`config.mk`:
```
export PLATFORM = sky130hd
export DESIGN_NAME = bk_addsub_pipe_flat
export DESIGN_NICKNAME = d
export VERILOG_FILES = /design/src/rtl/bk_addsub_pipe_if.sv /design/src/rtl/bk_addsub_pipe.sv /design/src/flat_wrapper.sv
export SDC_FILE = /design/constraint.sdc
export NUM_CORES = 1
export LEC_CHECK = 0
export CELL_PAD_IN_SITES_DETAIL_PLACEMENT = 0
export CELL_PAD_IN_SITES_GLOBAL_PLACEMENT = 1
export CORE_MARGIN = 1.5
export CORE_UTILIZATION = 41
export CTS_CLUSTER_SIZE = 20
export DETAILED_ROUTE_END_ITERATION = 8
export PLACE_DENSITY_LB_ADDON = 0.2
export SLEW_MARGIN = 40
export SYNTH_ARGS = -nofsm -noshare
export SYNTH_HDL_FRONTEND = slang
export SYNTH_SLANG_ARGS = --single-unit
```
`constraint.sdc`:
```
create_clock -name clk -period 6.3 [get_ports clk]
set_clock_uncertainty 0.05 [all_clocks]
set_input_delay 1.575 -clock clk [delete_from_list [all_inputs] [get_ports clk]]
set_output_delay 1.575 -clock clk [all_outputs]
set_load 0.005 [all_outputs]
```
`src/rtl/bk_addsub_pipe_if.sv`:
```
// rtl/bk_addsub_pipe_if.sv - operation and result handshake bundle for bk_addsub_pipe
interface bk_addsub_pipe_if #(
  parameter int WIDTH = 64,
  parameter int TAG_W = 4
);
  logic             in_valid;
  logic             in_ready;
  logic [WIDTH-1:0] a;
  logic [WIDTH-1:0] b;
  logic             cin;
  logic             sub;
  logic [TAG_W-1:0] in_tag;
  logic             out_valid;
  logic             out_ready;
  logic [WIDTH-1:0] sum;
  logic             cout;
  logic             ovf;
  logic             zero;
  logic [TAG_W-1:0] out_tag;

  modport master (
    output in_valid, a, b, cin, sub, in_tag, out_ready,
    input  in_ready, out_valid, sum, cout, ovf, zero, out_tag
  );

  modport slave (
    input  in_valid, a, b, cin, sub, in_tag, out_ready,
    output in_ready, out_valid, sum, cout, ovf, zero, out_tag
  );
endinterface

```
`src/rtl/bk_addsub_pipe.sv`:
```
// rtl/bk_addsub_pipe.sv - pipelined group Brent-Kung adder/subtractor with valid/ready flow control
module bk_addsub_pipe #(
  parameter int WIDTH  = 64,
  parameter int GROUP  = 8,
  parameter int STAGES = 2,
  parameter int TAG_W  = 4
) (
  input logic             clk,
  input logic             rst_n,
  bk_addsub_pipe_if.slave bus
);
  localparam int NG  = WIDTH / GROUP;
  localparam int LG  = (NG > 1) ? $clog2(NG) : 0;
  localparam int NGP = 1 << LG;
  localparam int MSB = WIDTH - 1;

  typedef logic [NGP-1:0] gvec_t;

  logic [STAGES-1:0] vld;
  logic [STAGES-1:0] vin;
  logic [STAGES-1:0] ld;
  logic [STAGES:0]   rdy;

  // A stage may load when it is empty or its successor is loading this cycle.
  always_comb begin
    rdy[STAGES] = bus.out_ready;
    for (int k = STAGES - 1; k >= 0; k--) rdy[k] = !vld[k] || rdy[k+1];
  end

  always_comb begin
    vin[0] = bus.in_valid;
    for (int k = 1; k < STAGES; k++) vin[k] = vld[k-1];
    ld = vin & rdy[STAGES-1:0];
  end

  always_ff @(posedge clk or negedge rst_n) begin
    if (!rst_n) begin
      vld <= '0;
    end else begin
      for (int k = 0; k < STAGES; k++) begin
        if (rdy[k]) vld[k] <= vin[k];
      end
    end
  end

  assign bus.in_ready  = rdy[0];
  assign bus.out_valid = vld[STAGES-1];

  logic [WIDTH-1:0] x1_b;
  logic             x1_c;
  gvec_t            x1_g, x1_p;

  always_comb begin
    x1_b = bus.sub ? ~bus.b : bus.b;
    x1_c = bus.sub ^ bus.cin;
    x1_g = '0;
    x1_p = '0;
    for (int k = 0; k < NG; k++) begin
      x1_p[k] = 1'b1;
      for (int j = 0; j < GROUP; j++) begin
        x1_g[k] = (bus.a[k*GROUP+j] & x1_b[k*GROUP+j])
                | ((bus.a[k*GROUP+j] ^ x1_b[k*GROUP+j]) & x1_g[k]);
        x1_p[k] = x1_p[k] & (bus.a[k*GROUP+j] ^ x1_b[k*GROUP+j]);
      end
    end
  end

  logic [WIDTH-1:0] y1_a, y1_b;
  logic             y1_c;
  logic [TAG_W-1:0] y1_tag;
  gvec_t            y1_g, y1_p;

  generate
    if (STAGES >= 2) begin : g_gp_reg
      always_ff @(posedge clk or negedge rst_n) begin
        if (!rst_n) begin
          y1_a   <= '0;
          y1_b   <= '0;
          y1_c   <= 1'b0;
          y1_tag <= '0;
          y1_g   <= '0;
          y1_p   <= '0;
        end else if (ld[0]) begin
          y1_a   <= bus.a;
          y1_b   <= x1_b;
          y1_c   <= x1_c;
          y1_tag <= bus.in_tag;
          y1_g   <= x1_g;
          y1_p   <= x1_p;
        end
      end
    end else begin : g_gp_pass
      assign y1_a   = bus.a;
      assign y1_b   = x1_b;
      assign y1_c   = x1_c;
      assign y1_tag = bus.in_tag;
      assign y1_g   = x1_g;
      assign y1_p   = x1_p;
    end
  endgenerate

  gvec_t x2_g, x2_p;

  // Up-sweep: node i at level d absorbs the span ending at i - 2^d.
  always_comb begin
    x2_g = y1_g;
    x2_p = y1_p;
    for (int d = 0; d < LG; d++) begin
      for (int i = (1 << d); i < NGP; i++) begin
        if (((i + 1) % (1 << (d + 1))) == 0) begin
          x2_g[i] = x2_g[i] | (x2_p[i] & x2_g[i-(1<<d)]);
          x2_p[i] = x2_p[i] & x2_p[i-(1<<d)];
        end
      end
    end
  end

  logic [WIDTH-1:0] y2_a, y2_b;
  logic             y2_c;
  logic [TAG_W-1:0] y2_tag;
  gvec_t            y2_g, y2_p;

  generate
    if (STAGES == 3) begin : g_up_reg
      always_ff @(posedge clk or negedge rst_n) begin
        if (!rst_n) begin
          y2_a   <= '0;
          y2_b   <= '0;
          y2_c   <= 1'b0;
          y2_tag <= '0;
          y2_g   <= '0;
          y2_p   <= '0;
        end else if (ld[1]) begin
          y2_a   <= y1_a;
          y2_b   <= y1_b;
          y2_c   <= y1_c;
          y2_tag <= y1_tag;
          y2_g   <= x2_g;
          y2_p   <= x2_p;
        end
      end
    end else begin : g_up_pass
      assign y2_a   = y1_a;
      assign y2_b   = y1_b;
      assign y2_c   = y1_c;
      assign y2_tag = y1_tag;
      assign y2_g   = x2_g;
      assign y2_p   = x2_p;
    end
  endgenerate

  gvec_t            pg, pp;
  logic [NG-1:0]    gc;
  logic [WIDTH-1:0] x3_sum;
  logic             x3_cout, x3_ovf, x3_zero;
  logic             cc;

  always_comb begin
    pg = y2_g;
    pp = y2_p;
    // Down-sweep fills the odd-position prefixes from the up-sweep spine.
    for (int d = LG - 2; d >= 0; d--) begin
      for (int i = (1 << d); i < NGP; i++) begin
        if ((((i + 1) % (1 << (d + 1))) == (1 << d)) && ((i + 1) > (1 << (d + 1)))) begin
          pg[i] = pg[i] | (pp[i] & pg[i-(1<<d)]);
          pp[i] = pp[i] & pp[i-(1<<d)];
        end
      end
    end
    gc[0] = y2_c;
    for (int k = 1; k < NG; k++) gc[k] = pg[k-1] | (pp[k-1] & y2_c);
    x3_sum = '0;
    cc     = 1'b0;
    for (int k = 0; k < NG; k++) begin
      cc = gc[k];
      for (int j = 0; j < GROUP; j++) begin
        x3_sum[k*GROUP+j] = y2_a[k*GROUP+j] ^ y2_b[k*GROUP+j] ^ cc;
        cc = (y2_a[k*GROUP+j] & y2_b[k*GROUP+j])
           | ((y2_a[k*GROUP+j] ^ y2_b[k*GROUP+j]) & cc);
      end
    end
    x3_cout = pg[NG-1] | (pp[NG-1] & y2_c);
    x3_ovf  = (y2_a[MSB] == y2_b[MSB]) && (x3_sum[MSB] != y2_a[MSB]);
    x3_zero = (x3_sum == '0);
  end

  always_ff @(posedge clk or negedge rst_n) begin
    if (!rst_n) begin
      bus.sum     <= '0;
      bus.cout    <= 1'b0;
      bus.ovf     <= 1'b0;
      bus.zero    <= 1'b0;
      bus.out_tag <= '0;
    end else if (ld[STAGES-1]) begin
      bus.sum     <= x3_sum;
      bus.cout    <= x3_cout;
      bus.ovf     <= x3_ovf;
      bus.zero    <= x3_zero;
      bus.out_tag <= y2_tag;
    end
  end
endmodule

```
`src/flat_wrapper.sv`:
```
// flat-port wrapper written by rule: the top's interface ports become plain ports
module bk_addsub_pipe_flat 
#(
  parameter int WIDTH  = 64,
  parameter int GROUP  = 8,
  parameter int STAGES = 2,
  parameter int TAG_W  = 4
)
  (clk, rst_n, bus_in_valid, bus_a, bus_b, bus_cin, bus_sub, bus_in_tag, bus_out_ready, bus_in_ready, bus_out_valid, bus_sum, bus_cout, bus_ovf, bus_zero, bus_out_tag);
  bk_addsub_pipe_if #(.WIDTH(WIDTH), .TAG_W(TAG_W)) bus_i ();
  input logic clk;
  input logic rst_n;
  input wire logic [$bits(bus_i.in_valid)-1:0] bus_in_valid;
  input wire logic [$bits(bus_i.a)-1:0] bus_a;
  input wire logic [$bits(bus_i.b)-1:0] bus_b;
  input wire logic [$bits(bus_i.cin)-1:0] bus_cin;
  input wire logic [$bits(bus_i.sub)-1:0] bus_sub;
  input wire logic [$bits(bus_i.in_tag)-1:0] bus_in_tag;
  input wire logic [$bits(bus_i.out_ready)-1:0] bus_out_ready;
  output wire logic [$bits(bus_i.in_ready)-1:0] bus_in_ready;
  output wire logic [$bits(bus_i.out_valid)-1:0] bus_out_valid;
  output wire logic [$bits(bus_i.sum)-1:0] bus_sum;
  output wire logic [$bits(bus_i.cout)-1:0] bus_cout;
  output wire logic [$bits(bus_i.ovf)-1:0] bus_ovf;
  output wire logic [$bits(bus_i.zero)-1:0] bus_zero;
  output wire logic [$bits(bus_i.out_tag)-1:0] bus_out_tag;
  assign bus_i.in_valid = bus_in_valid;
  assign bus_i.a = bus_a;
  assign bus_i.b = bus_b;
  assign bus_i.cin = bus_cin;
  assign bus_i.sub = bus_sub;
  assign bus_i.in_tag = bus_in_tag;
  assign bus_i.out_ready = bus_out_ready;
  assign bus_in_ready = bus_i.in_ready;
  assign bus_out_valid = bus_i.out_valid;
  assign bus_sum = bus_i.sum;
  assign bus_cout = bus_i.cout;
  assign bus_ovf = bus_i.ovf;
  assign bus_zero = bus_i.zero;
  assign bus_out_tag = bus_i.out_tag;
  bk_addsub_pipe #(.WIDTH(WIDTH), .GROUP(GROUP), .STAGES(STAGES), .TAG_W(TAG_W)) u_core (.clk(clk), .rst_n(rst_n), .bus(bus_i));
endmodule
```
Word-level counts from Yosys, hierarchy flattened
Index checks and enable logic that the tools add are counted.

operators by class
  bitwise gates (word level) = 644
  eq/ne operators = 2
  multiplexer cells = 1
  reduce and logical (&&, ||, !) cells = 6

operators by type and width
  kind                 number
  1-bit AND            318
  1-bit bitwise XOR    193
  1-bit bitwise OR     131
  64-bit logical NOT   1
  64-bit 2-to-1 mux    1
  64-bit inverter      1
  2-bit AND            1
  1-bit logical NOT    2
  1-bit logical OR     2
  1-bit equality test  1
  1-bit logical AND    1
  1-bit != test        1

storage, ports and cells
  logic and storage cells = 666
  input port bits = 138
  output and inout bits = 73
  register bits after elaboration = 222

Logic depth before layout (Yosys ltp)
Gate-level depths: netlist (run 1).

  depth in word-level cells = 26
  mapped depth = 16
  gate-level depth less buffers = 16

Worst setup path before layout (run 1)
OpenSTA, ideal clock, no wires.

  path type = register to register
  start point = reg u_core.y1_c
  end point = reg u_core.bus.zero
  clock period less this slack = 5.689 ns
  setup time = 0.066 ns
  arrival time = 5.573 ns
  cell stages (with the launch flop) = 17
  required time = 6.184 ns
  slack = 0.611 ns
  path buffers = 0
  cells stage by stage = dfrtp_1 a211oi_1 o21ai_1 and2_1 a21o_1 fa_1 fa_1 fa_1 fa_1 fa_1 fa_1 fa_1 nor4_1 nand4_1 or4_1 nor4_2 a22o_1

on the way
  elaborated cells between the ends (all ways) = 191
  classes of those cells = bitwise: 190; reduce/logical: 1

RTL lines
  element                      RTL line                 source
  start: declaration           bk_addsub_pipe.sv:69     logic y1_c;
  start signal: assignment     bk_addsub_pipe.sv:79     y1_c <= 1'b0;
  start signal: assignment     bk_addsub_pipe.sv:86     y1_c <= x1_c;
  1-bit AND                    bk_addsub_pipe.sv:171    for (int k = 1; k < NG; k++) gc[k] = pg[k-1] | (pp[k-1] & y2_c);
  1-bit bitwise OR             bk_addsub_pipe.sv:171
  1-bit AND                    bk_addsub_pipe.sv:179    | ((y2_a[k*GROUP+j] ^ y2_b[k*GROUP+j]) & cc);
  1-bit bitwise OR             bk_addsub_pipe.sv:179
  1-bit AND                    bk_addsub_pipe.sv:179
  1-bit bitwise OR             bk_addsub_pipe.sv:179
  1-bit AND                    bk_addsub_pipe.sv:179
  1-bit bitwise OR             bk_addsub_pipe.sv:179
  1-bit AND                    bk_addsub_pipe.sv:179
  1-bit bitwise OR             bk_addsub_pipe.sv:179
  1-bit AND                    bk_addsub_pipe.sv:179
  1-bit bitwise OR             bk_addsub_pipe.sv:179
  1-bit AND                    bk_addsub_pipe.sv:179
  1-bit bitwise OR             bk_addsub_pipe.sv:179
  1-bit bitwise XOR            bk_addsub_pipe.sv:177    x3_sum[k*GROUP+j] = y2_a[k*GROUP+j] ^ y2_b[k*GROUP+j] ^ cc;
  named net u_core.x3_sum[54]  bk_addsub_pipe.sv:154    logic [WIDTH-1:0] x3_sum;
  64-bit logical NOT           bk_addsub_pipe.sv:184    x3_zero = (x3_sum == '0);
  end signal: assignment       bk_addsub_pipe.sv:198    bus.zero <= x3_zero;
  end: declaration             bk_addsub_pipe_if.sv:28  output in_ready, out_valid, sum, cout, ovf, zero, out_tag

The timed path passes the listed nets, and every way through them passes these cells.
A chain may end at the register's enable or synchronous reset.

Worst setup path in the final report (run 1)
  start point = reg u_core.y1_p[0]
  end point = reg u_core.bus.zero

on the way
  elaborated cells between the ends (all ways) = 175
  classes of those cells = bitwise: 174; reduce/logical: 1

RTL lines
  element                      RTL line               source
  start: declaration           bk_addsub_pipe.sv:71   gvec_t y1_g, y1_p;
  start signal: assignment     bk_addsub_pipe.sv:89   y1_p <= x1_p;
  1-bit AND (2 in series)      bk_addsub_pipe.sv:112  x2_p[i] = x2_p[i] & x2_p[i-(1<<d)];
  1-bit AND                    bk_addsub_pipe.sv:166  pp[i] = pp[i] & pp[i-(1<<d)];
  1-bit AND                    bk_addsub_pipe.sv:171
  1-bit bitwise OR             bk_addsub_pipe.sv:171
  1-bit AND                    bk_addsub_pipe.sv:179
  1-bit bitwise OR             bk_addsub_pipe.sv:179
  1-bit AND                    bk_addsub_pipe.sv:179
  1-bit bitwise OR             bk_addsub_pipe.sv:179
  (+3 left out)                n/a
  1-bit bitwise OR             bk_addsub_pipe.sv:179
  1-bit AND                    bk_addsub_pipe.sv:179
  1-bit bitwise OR             bk_addsub_pipe.sv:179
  1-bit AND                    bk_addsub_pipe.sv:179
  1-bit bitwise OR             bk_addsub_pipe.sv:179
  1-bit bitwise XOR            bk_addsub_pipe.sv:177
  named net u_core.x3_sum[54]  bk_addsub_pipe.sv:154
  64-bit logical NOT           bk_addsub_pipe.sv:184

The timed path passes the listed nets, and every way through them passes these cells.

==> results.tsv, run 1 <==
metric	value	unit
outcome	complete, no violations	
antennaDiodeCount	0	
finish.instance_area	0.0150	mm2
pre_cts_slack	0.0187	ns
flow.area_growth_from_synthesis	28.9	%
num-fill-cells	2535	
clk_root_buffer_cell	clkbuf_16	
post_cts_hold_buffer_count	0	
critPathRequiredTime	6.71	ns
grt_antenna_before_repair	0	
worst_setup_path_end_kind	flop	
number_of_buffers_inserted_by_post_cts_setup_repair	0	
launching_element_type_of_the_critical_path	flop	
die-height	171	um
grt_max_degree	68	
final-setup-viol-count	0	
dp_cells	1662	
cts-buffers-inserted	26	
final_weighted_congestion_in_routability_driven_placement	0.804	
yosys_most_used_dff	dfrtp_1	
io_pins	211	
core_region_area	0.0279	mm2
clk_pin_slew_worst_paths	0.06	ns
cp_cell_sequence	a211oi_2, o21ai_2, and2_1, a21o_1, fa_1, fa_1, fa_1, fa_2, fa_1, fa_1, fa_1, nor4_2, buf_4, nand4_1, or4_1, nor4_2, a22o_1	
power.leakage	6.65	nW
drive_gt1_share	9.05	%
clkSinkCount	222	
power.share.sequential	39.0	%
drt_total_wl	30200	um
power.share.clock	25.7	%
cts_max_level	1	
timing.final.hold_violations	0	
grt_util_all_layers	21.1	%
holdCritPathClass	reg -> reg	
drc	0	
drv_slew	0	
input_output_buffers	210	
combinationalPowerShare	35.3	%
final_hpwl_from_detailed_placement	22500	um
power_report.internal_total	3.60	mW
max_slew.worst_pin.slew	0.770	ns
critical_path.most_common_cell	fa_1	
clock_tree_from_tritoncts	yes	
gr-total-overflow	0	
synthCells	1106	
synth_warn	0	
timing.critical_path.arrival	6.45	ns
finalCriticalPeriod	6.04	ns
wl_per_cell	17.7	um
timing.final.crit_share	95.9	%
vias	8315	
detail_route.vias_per_cell	4.88	
clk-insertion-delay-late	0.52	ns
crit_path_max_fanout	3	
cts_max_path_buffers	3	
drtAntennaViolNets	0	
worst-setup-path-type	reg -> reg	
crit_path_max_incr_delay	0.57	ns
max_freq	166	MHz
final_core_utilization	53.7	%
highest_count_cells_in_the_layout_ignoring_fill_and_taps	222 x dfrtp_1, 220 x nand2_1, 208 x clkdlybuf4s50_1, 202 x nor2_1, 68 x xor2_1	
grt_first_pass_wirelength	47600	um
synth_fp_nets	1364	
floorplan.die_area	0.0293	mm2
synth_area	0.0116	mm2
stdcell_count	1704	
max_cap_viol_count	0	
worst_slew_margin_rel	48.6	%
power_switching	1.61	mW
post_synth.cell_area_avg	10.5	um2
placedInstanceArea	0.0142	mm2
post-route-worst-setup-slack	0.260	ns
max-vdd-ir-drop	0.175	mV
yosysUniqueCellTypes	30	
async_flop_share	100	%
grt_pass1_vias	8688	
most_common_library_cell_in_the_layout_ignoring_fill_and_taps	dfrtp_1	
synth_edf_count	0	
powerDensity	348	mW/mm2
synth-seq-cells	222	
start_util	41.7	%
layout.nets	1570	
drtIter0Drc	525	
synth.yosys.seq_area_share	47.9	%
dieWidth	171	um
placement_rows	61	
power.share.switching	30.9	%
first_pass_iters	4	
critPathSlowestCell	or4_1	
==> critical path: cells and delay by family (launching register included) <==
family	cells	cell delay (ns)
AO/OA/AOI/OAI	4	0.79
adder cells (fa/ha/maj)	7	3.23
buffers and inverters	1	0.16
flip-flops	1	0.41
AND/OR/NAND/NOR	5	1.34
==> layer usage <==
metal / part of all wire, % / track usage (%) / vias up / wire (um)
met5: 0 / 0 / - / 0
met3: 4.2 / 3.04 / 29 / 1270
met4: 1.5 / 4.20 / 0 / 446
met1: 47 / 29.7 / 4039 / 14100
met2: 47 / 34.7 / 183 / 14300
li1: - / - / 4064 / -
==> final timing paths <==
| check | startpoint | to | slack [ns] | cells past startpoint |
|---|---|---|---|---|
| min reg2reg | u_core.y1_tag[1]$_DFFE_PN0P_ | u_core.y1_tag[1]$_DFFE_PN0P_ | 0.42 | 2 |
| min in group asynchronous | rst_n | u_core.y1_b[3]$_DFFE_PN0P_ | 0.94 | 1 |
| max | u_core.y1_p[0]$_DFFE_PN0P_ | u_core.bus.zero$_DFFE_PN0P_ | 0.26 | 17 |
| max reg2reg | u_core.y1_p[0]$_DFFE_PN0P_ | u_core.bus.zero$_DFFE_PN0P_ | 0.26 | 17 |
| min | u_core.y1_tag[1]$_DFFE_PN0P_ | u_core.y1_tag[1]$_DFFE_PN0P_ | 0.42 | 2 |
| max in group asynchronous | rst_n | u_core.y1_a[35]$_DFFE_PN0P_ | 3.89 | 3 |
==> cell type report <==
| class | instances | area [um2] | share of cell area (%) |
|---|---|---|---|
| Multi-Input combinational cell | 835 | 5890 | 39.4 |
| Sequential cell | 222 | 5560 | 37.1 |
| Timing Repair Buffer | 227 | 2300 | 15.4 |
| Clock buffer | 40 | 724 | 4.84 |
| Tap cell | 378 | 473 | 3.16 |
| Clock inverter | 2 | 10.0 | 0.0669 |
==> power by group through the flow <==
stage / Combinational [mW] / Clock [mW] / Sequential [mW]
6_report: 1.83 / 1.34 / 2.03
5_1_grt: 2.03 / 1.43 / 2.07
4_1_cts: 1.86 / 1.37 / 2.03
3_5_place_dp: 1.85 / 0 / 2.05
3_3_place_gp: 1.82 / 0 / 2.05
2_1_floorplan: 0.877 / 0 / 2.02
==> cell usage after synthesis (2+ instances only) <==
master    instances  area [um2]
a211oi_1          9        67.6
a21o_1           13        97.6
a21oi_1          10        50.1
and2_1            2        12.5
buf_1            11        41.3
buf_2             7        35.0
clkbuf_1         31         116
dfrtp_1         222        5560
fa_1             56        1120
ha_1             64         801
mux2_2           64         721
nand2_1         222         833
nand2b_1          4        25.0
nand4_1          20         125
nor2_1          202         758
nor3_1            9        45.0
nor4_1           13        81.3
o211ai_1          8        60.1
o21ai_0          31         155
o21ai_1           3        15.0
o31ai_1           8        60.1
or3_1             8        50.1
or4_1             3        22.5
xnor2_1          13         114
xor2_1           68         596
==> stage by stage <==
stage                     power [mW]  setup TNS, ns  hold slack [ns]
final                           5.20              0            0.418
after CTS                       5.27              0            0.422
after detailed placement        3.90              0            0.409
after floorplan                 2.89              0            0.392
after global placement          3.87              0            0.406
after global routing            5.54        -0.0251            0.452
==> state kept, by name (all words and copies together), names as in the netlist, 2 cells and up <==
register and flops:
u_core.y1_tag 4, u_core.y1_a 64, u_core.y1_p 8, u_core.vld 2, u_core.bus.out_tag 4, u_core.y1_b 64, u_core.y1_g 8, u_core.bus.sum 64
==> cell families after synthesis <==
| logic type | after synthesis | share of synthesized area, % |
|---|---|---|
| buffers and inverters | 49 | 1.66 |
| flip-flops | 222 | 47.9 |
| AO/OA/AOI/OAI | 85 | 4.58 |
| AND/OR/NAND/NOR | 485 | 17.0 |
| XOR/XNOR | 81 | 6.11 |
| adder cells (fa/ha/maj) | 120 | 16.6 |
| multiplexers | 64 | 6.21 |
==> repair_timing <==
item | in CTS | in global routing
cloned | 0 | 0
setup endpoints to repair | 1 | 1
gates resized for setup | 1 | 4
pin swaps | 0 | 1
Power figures use the tool's default switching activity.
==> inputs of run 2 (changes only) <==
--- a/config.mk
+++ b/config.mk
@@ -5,10 +5,11 @@
 export SDC_FILE = /design/constraint.sdc
 export NUM_CORES = 1
 export LEC_CHECK = 0
+export CAP_MARGIN = 20
 export CELL_PAD_IN_SITES_DETAIL_PLACEMENT = 0
 export CELL_PAD_IN_SITES_GLOBAL_PLACEMENT = 1
 export CORE_MARGIN = 1.5
-export CORE_UTILIZATION = 41
+export CORE_UTILIZATION = 40
 export CTS_CLUSTER_SIZE = 20
 export DETAILED_ROUTE_END_ITERATION = 8
 export PLACE_DENSITY_LB_ADDON = 0.2
==> run 2 against run 1 <==
Routed wire length increased by 0.91%. Cell area increased by 0.69%. Maximum frequency decreased by 0.13%. Critical path depth unchanged. Sequential share of layout area decreased by 0.26 points. Non-clock buffer count decreased by 5. Utilization decreased by 1.1 points.
==> results.tsv, run 2 (synthesis results as in run 1) <==
metric	value	unit	change
outcome	complete, no violations		
worst_setup_path_end_kind	flop		
use_met1	29.7	%	about the same
final-setup-viol-count	0		unchanged
biggestRegsByFlops	u_core.bus.sum: 64 flops, u_core.y1_a: 64 flops, u_core.y1_b: 64 flops		
clock_tree_from_tritoncts	yes		
grt_most_used_layer	met2		
drive_gt1_share	9.80	%	+0.75 points
pre_cts_slack	0.000826	ns	-0.0179 ns
clk_root_buffer_cell	clkbuf_16		
drtIter0Drc	485		-7.6%
drt_total_wl	30400	um	+0.91%
post-route-worst-setup-slack	0.253	ns	-0.00758 ns
power.leakage	6.70	nW	+0.73%
input_output_buffers	210		unchanged
grt_antenna_before_repair	0		unchanged
holdCritPathClass	reg -> reg		
most_common_library_cell_in_the_layout_ignoring_fill_and_taps	dfrtp_1		
max_freq	165	MHz	-0.13%
grt_first_pass_wirelength	49500	um	+4.0%
unrepaired_setup_endpoints_after_global_routing	no		
powerDensity	355	mW/mm2	+2.2%
grt_pass1_vias	9032		+4.0%
clk_pin_slew_worst_paths	0.06	ns	about the same
design_power_total	5.35	mW	+2.9%
clkSinkCount	222		unchanged
vias	8457		+1.7%
max_cap_viol_count	0		unchanged
global_route_met3_utilization	3.27	%	+0.23 points
grt_util_all_layers	20.7	%	-0.35 points
crit_path_max_fanout	4		+1
max-vdd-ir-drop	0.198	mV	+13%
worst_slew_margin_rel	52.3	%	+3.7 points
drc	0		unchanged
antennaDiodeCount	0		unchanged
stdcell_count	1710		+0.35%
timing.final.crit_share	96.0	%	+0.12 points
wl_per_cell	17.8	um	+0.55%
io_pins	211		unchanged
final_weighted_congestion_in_routability_driven_placement	0.791		-1.7%
detail_route.vias_per_cell	4.95		+1.4%
drv_slew	0		unchanged
clk-insertion-delay-late	0.53	ns	about the same
timing.critical_path.arrival	6.47	ns	+0.02 ns
start_util	40.5	%	-1.1 points
critPathRequiredTime	6.72	ns	about the same
cts-buffers-inserted	26		unchanged
highest_count_cells_in_the_layout_ignoring_fill_and_taps	222 x dfrtp_1, 220 x nand2_1, 208 x clkdlybuf4s50_1, 202 x nor2_1, 68 x xor2_1		
post_cts_hold_buffer_count	0		unchanged
gr-usage-met2	33.4	%	-1.3 points
placedInstanceArea	0.0142	mm2	-0.11%
setup_tns	0	ns	unchanged
cts_max_path_buffers	3		unchanged
layout.nets	1565		-0.32%
cts_max_level	1		unchanged
grt_max_degree	112		+65%
finish.instance_area	0.0151	mm2	+0.69%
placement_rows	62		+1.6%
core_region_area	0.0286	mm2	+2.8%
timing.final.hold_violations	0		unchanged
final_hpwl_from_detailed_placement	22200	um	-1.0%
first_pass_iters	4		unchanged
finalCriticalPeriod	6.05	ns	+0.00758 ns
drtAntennaViolNets	0		unchanged
flow.area_growth_from_synthesis	29.8	%	
floorplan.die_area	0.0300	mm2	+2.5%
max_slew.worst_pin.slew	0.709	ns	-0.0611 ns
worst-setup-path-type	reg -> reg		
launching_element_type_of_the_critical_path	flop		
dieWidth	173	um	+1.2%
die-height	173	um	+1.2%
dp_cells	1662		unchanged
gr-total-overflow	0		unchanged
-- run 2: cell count changes in the layout (fill, tap and decap cells not counted), sizes merged --
cell / before / now
clkinvlp: 0 / 2
buf: 19 / 14
clkbuf: 40 / 35
clkinv: 2 / 9
bufinv: 0 / 1
-- run 2: path summary, 6_finish.rpt --
check,from,end,slack [ns],depth (start not counted)
setup / recovery,u_core.y1_g[1]$_DFFE_PN0P_,u_core.bus.zero$_DFFE_PN0P_,0.25,17
hold / removal,u_core.y1_tag[1]$_DFFE_PN0P_,u_core.y1_tag[1]$_DFFE_PN0P_,0.43,2
setup reg to reg,u_core.y1_g[1]$_DFFE_PN0P_,u_core.bus.zero$_DFFE_PN0P_,0.25,17
hold reg to reg,u_core.y1_tag[1]$_DFFE_PN0P_,u_core.y1_tag[1]$_DFFE_PN0P_,0.43,2
max in group asynchronous,rst_n,u_core.y1_b[35]$_DFFE_PN0P_,4.34,2
min in group asynchronous,rst_n,u_core.bus.sum[3]$_DFFE_PN0P_,0.92,1
-- run 2: area by class of cell --
cell class / count / area (um2)
Fill cell: 2569 / 13600
Multi-Input combinational cell: 835 / 5900
Sequential cell: 222 / 5560
Timing Repair Buffer: 222 / 2280
Clock buffer: 35 / 756
Tap cell: 384 / 480
Clock inverter: 12 / 90.1
-- run 2: stage by stage --
stage | utilization [%] | hold slack (ns)
global placement | 49.4 | 0.407
CTS | 52.5 | 0.428
finish | 52.6 | 0.428
floorplan | - | 0.392
global route | 52.6 | 0.457
detailed placement | 49.6 | 0.413
-- run 2: routing by layer --
| layer | share of wire [%] | routed length, um |
|---|---|---|
| met1 | 47 | 14300 |
| met2 | 47 | 14300 |
| met3 | 4.8 | 1460 |
| met4 | 1.4 | 417 |
| met5 | 0 | 0 |
-- run 2: critical path, stage by stage, from the launching register on --
cell and delay (ns):
dfrtp_1 0.42, a211oi_2 0.28, o21ai_2 0.12, and2_1 0.17, a21o_1 0.20, fa_1 0.44
fa_1 0.47, fa_1 0.46, fa_1 0.47, fa_1 0.46, fa_1 0.46, fa_1 0.51
nor4_2 0.24, buf_4 0.16, nand4_1 0.09, or4_4 0.56, nor4_2 0.26, a22o_1 0.15
-- run 2: repair_timing --
action / CTS / global route
gates cloned: 0 / 0
buffers inserted: 0 / 1
setup endpoints to repair: 1 / 1
pin swaps: 0 / 1
gates resized for setup: 1 / 4
-- run 2: where the power goes --
group          leakage (nW)  switching [mW]  total [mW]  internal, mW
clock                 0.422           0.607        1.49         0.878
sequential             2.62           0.242        2.03          1.79
combinational          3.66           0.809        1.84          1.03
total                  6.70            1.66        5.35          3.69
==> inputs of run 3 (changes only) <==
--- a/config.mk
+++ b/config.mk
@@ -5,6 +5,7 @@
 export SDC_FILE = /design/constraint.sdc
 export NUM_CORES = 1
 export LEC_CHECK = 0
+export ABC_AREA = 1
 export CAP_MARGIN = 20
 export CELL_PAD_IN_SITES_DETAIL_PLACEMENT = 0
 export CELL_PAD_IN_SITES_GLOBAL_PLACEMENT = 1
==> run 3 against run 2 <==
Area after synthesis up 3.0%. Sequential share of layout area fell by 0.50 points. Critical path type unchanged. Final cell count increased by 13%. Highest routed layer unchanged.
==> results.tsv, run 3 <==
metric	value	unit	change
outcome	complete, no violations		
core_region_area	0.0296	mm2	+3.3%
drv_slew	0		unchanged
vias	9225		+9.1%
startpoint_of_the_lowest_slack_register_to_register_path	u_core.y1_p[1]$_DFFE_PN0P_		
io_pins	211		unchanged
timing.critical_path.buf_inv	0		-1
final-seq-area	0.00556	mm2	unchanged
grt_pass1_vias	9493		+5.1%
final_weighted_congestion_in_routability_driven_placement	0.792		+0.18%
critPathSlowestCell	fa_1		
timing.final.hold_violations	0		unchanged
pre_cts_slack	0.832	ns	+0.831 ns
drtAntennaViolNets	0		unchanged
max_cap_viol_count	0		unchanged
drc	0		unchanged
finalCriticalPeriod	5.43	ns	-0.616 ns
setup_tns	0	ns	unchanged
most_frequently_used_cell_type_in_the_post_synthesis_netlist	nand2_1		
first_pass_iters	5		+1
floorplan.die_area	0.0309	mm2	+2.9%
post_synth.cell_area_avg	8.98	um2	-14%
yosysUniqueCellTypes	31		+3.3%
critical_path.reg2reg.endpoint	u_core.bus.zero$_DFFE_PN0P_		
critPathTopFamily	adder cells		
powerDensity	354	mW/mm2	-0.49%
max_slew.worst_pin.slew	0.836	ns	+0.126 ns
post_cts_hold_buffer_count	0		unchanged
synth_area	0.0120	mm2	+3.0%
cts-buffers-inserted	26		unchanged
final_hpwl_from_detailed_placement	22600	um	+1.4%
clock_tree_from_tritoncts	yes		
holdCritPathClass	reg -> reg		
number_of_buffers_inserted_by_post_cts_setup_repair	0		unchanged
clk-insertion-delay-late	0.53	ns	about the same
drt_total_wl	31100	um	+2.2%
worst_setup_path_end_kind	flop		
layout.nets	1784		+14%
detail_route.vias_per_cell	4.76		-3.7%
grt_util_all_layers	20.7	%	about the same
highest_count_cells_in_the_layout_ignoring_fill_and_taps	630 x nand2_1, 222 x dfrtp_1, 208 x clkdlybuf4s50_1, 69 x xor2_1, 67 x inv_1		
synth_area_leaders	dfrtp_1 46%, nand2_1 20%, fa_1 9.4%		
synth_top_area_share	46.5	%	-1.4 points
num-fill-cells	2848		+11%
critical_path.most_common_cell	fa_1		
synth_largest_area_cell	dfrtp_1		
synthCells	1331		+20%
input_output_buffers	210		unchanged
timing.final.crit_share	86.2	%	-9.8 points
dieWidth	176	um	+1.5%
synth_edf_count	0		unchanged
crit_path_max_fanout	4		unchanged
antennaDiodeCount	0		unchanged
grt_max_degree	84		-25%
launching_element_type_of_the_critical_path	flop		
wl_per_cell	16.1	um	-9.7%
gr-total-overflow	0		unchanged
postCtsResizedCells	0		-1
worst_slew_margin_rel	44.3	%	-8.0 points
r2r_setup_slack	0.87	ns	+0.62 ns
placement_rows	63		+1.6%
max-vdd-ir-drop	0.197	mV	-0.73%
yosys_most_used_dff	dfrtp_1		
grt_antenna_before_repair	0		unchanged
setup.worst_path.start	u_core.y1_p[1]$_DFFE_PN0P_		
unrepaired_setup_endpoints_after_global_routing	no		
number_of_cells_on_the_critical_path	16		-1
cp_cell_sequence	a21oi_1, o21ai_0, o21bai_1, a21o_1, fa_1, fa_1, fa_1, fa_1, fa_1, fa_1, fa_1, nor4_1, nand3_1, nor2_1, nand4_1, nand2_1		
timing.critical_path.arrival	5.85	ns	-0.62 ns
most_common_library_cell_in_the_layout_ignoring_fill_and_taps	nand2_1		
flow.area_growth_from_synthesis	27.8	%	
reg2reg_depth	16		-1
async_flop_share	100	%	unchanged
worst-setup-path-type	reg -> reg		
synth_fp_nets	1589		+16%
yosys-top-cells-count	630 x nand2_1, 222 x dfrtp_1, 69 x xor2_1, 67 x inv_1, 64 x ha_1		
post-route-worst-setup-slack	0.868	ns	+0.616 ns
clkSinkCount	222		unchanged
clk_root_buffer_cell	clkbuf_16		
start_util	40.4	%	-0.11 points
area_of_combinational_cells_with_multiple_inputs	0.00583	mm2	-1.2%
drtIter0Drc	435		-10%
synth_warn	0		unchanged
critPathRequiredTime	6.72	ns	about the same
final-setup-viol-count	0		unchanged
power.leakage	7.64	nW	+14%
crit_path_max_incr_delay	0.52	ns	-0.04 ns
synth-seq-cells	222		unchanged
cts_max_path_buffers	3		unchanged
drive_gt1_share	3.88	%	-5.9 points
endpoint	u_core.bus.zero$_DFFE_PN0P_		
synth.yosys.seq_area_share	46.5	%	-1.4 points
biggestRegsByFlops	u_core.bus.sum: 64 flops, u_core.y1_a: 64 flops, u_core.y1_b: 64 flops		
die-height	176	um	+1.5%
clk_pin_slew_worst_paths	0.06	ns	about the same
grt_first_pass_wirelength	50600	um	+2.2%
max_freq	184	MHz	+11%
cts_max_level	1		unchanged
run 3: area by class of cell:
class / count / share of cell area (%)
Multi-Input combinational cell: 987 / 38.2
Sequential cell: 222 / 36.4
Timing Repair Buffer: 220 / 14.6
Clock buffer: 39 / 5.11
Tap cell: 390 / 3.20
Inverter: 69 / 1.71
Clock inverter: 9 / 0.828
run 3: cell families (layout without fill, tap and decap cells):
group           after synthesis  in the layout  synth area share (%)
simple gates                700            700                  22.8
flops                       222            222                  46.5
buf+inv                     122            337                  4.82
fa+ha+maj                   120            120                  16.1
compound gates               88             88                  4.03
xor+xnor                     79             79                  5.79
run 3: power breakdown:
| part | total (mW) | internal, mW | switching, mW |
|---|---|---|---|
| Clock | 1.59 | 0.977 | 0.610 |
| Sequential | 2.04 | 1.79 | 0.252 |
| Combinational | 1.77 | 0.884 | 0.886 |
run 3: tightest hold or removal path: cells and delay by family (launching register included):
family	cells	cell delay (ns)
simple gates	2	0.11
flops	1	0.33
run 3: per-layer routing:
metal / share of wire [%] / GRT usage (%) / vias to the layer above
met3: 5.0 / 3.48 / 33
met5: 0 / 0 / -
met1: 47 / 29.0 / 4425
li1: - / - / 4550
met4: 1.5 / 4.20 / 0
met2: 47 / 33.9 / 217
run 3: worst min path at each step:
stage,depth (start not counted),from,slack (ns),end
final,2,u_core.bus.sum[29]$_DFFE_PN0P_,0.42,u_core.bus.sum[29]$_DFFE_PN0P_
after global routing,2,u_core.bus.sum[2]$_DFFE_PN0P_,0.45,u_core.bus.sum[2]$_DFFE_PN0P_
after CTS,2,u_core.bus.sum[29]$_DFFE_PN0P_,0.43,u_core.bus.sum[29]$_DFFE_PN0P_
after detailed placement,2,u_core.bus.sum[20]$_DFFE_PN0P_,0.41,u_core.bus.sum[20]$_DFFE_PN0P_
after global placement,2,u_core.bus.sum[51]$_DFFE_PN0P_,0.41,u_core.bus.sum[51]$_DFFE_PN0P_
after floorplan,2,u_core.y1_b[39]$_DFFE_PN0P_,0.42,u_core.y1_b[39]$_DFFE_PN0P_
run 3: metrics by stage:
| step | util (%) | total power [mW] | instance area, um2 | hold slack (ns) | std cells |
|---|---|---|---|---|---|
| after CTS | 51.6 | 5.48 | 15200 | 0.431 | 1935 |
| final | 51.7 | 5.40 | 15300 | 0.424 | 1936 |
| after floorplan | - | 2.93 | 12000 | 0.418 | 1331 |
| after global routing | 51.7 | 5.80 | 15300 | 0.453 | 1936 |
| after global placement | 48.4 | 3.83 | 14300 | 0.413 | 1886 |
| after detailed placement | 48.5 | 3.86 | 14300 | 0.414 | 1887 |
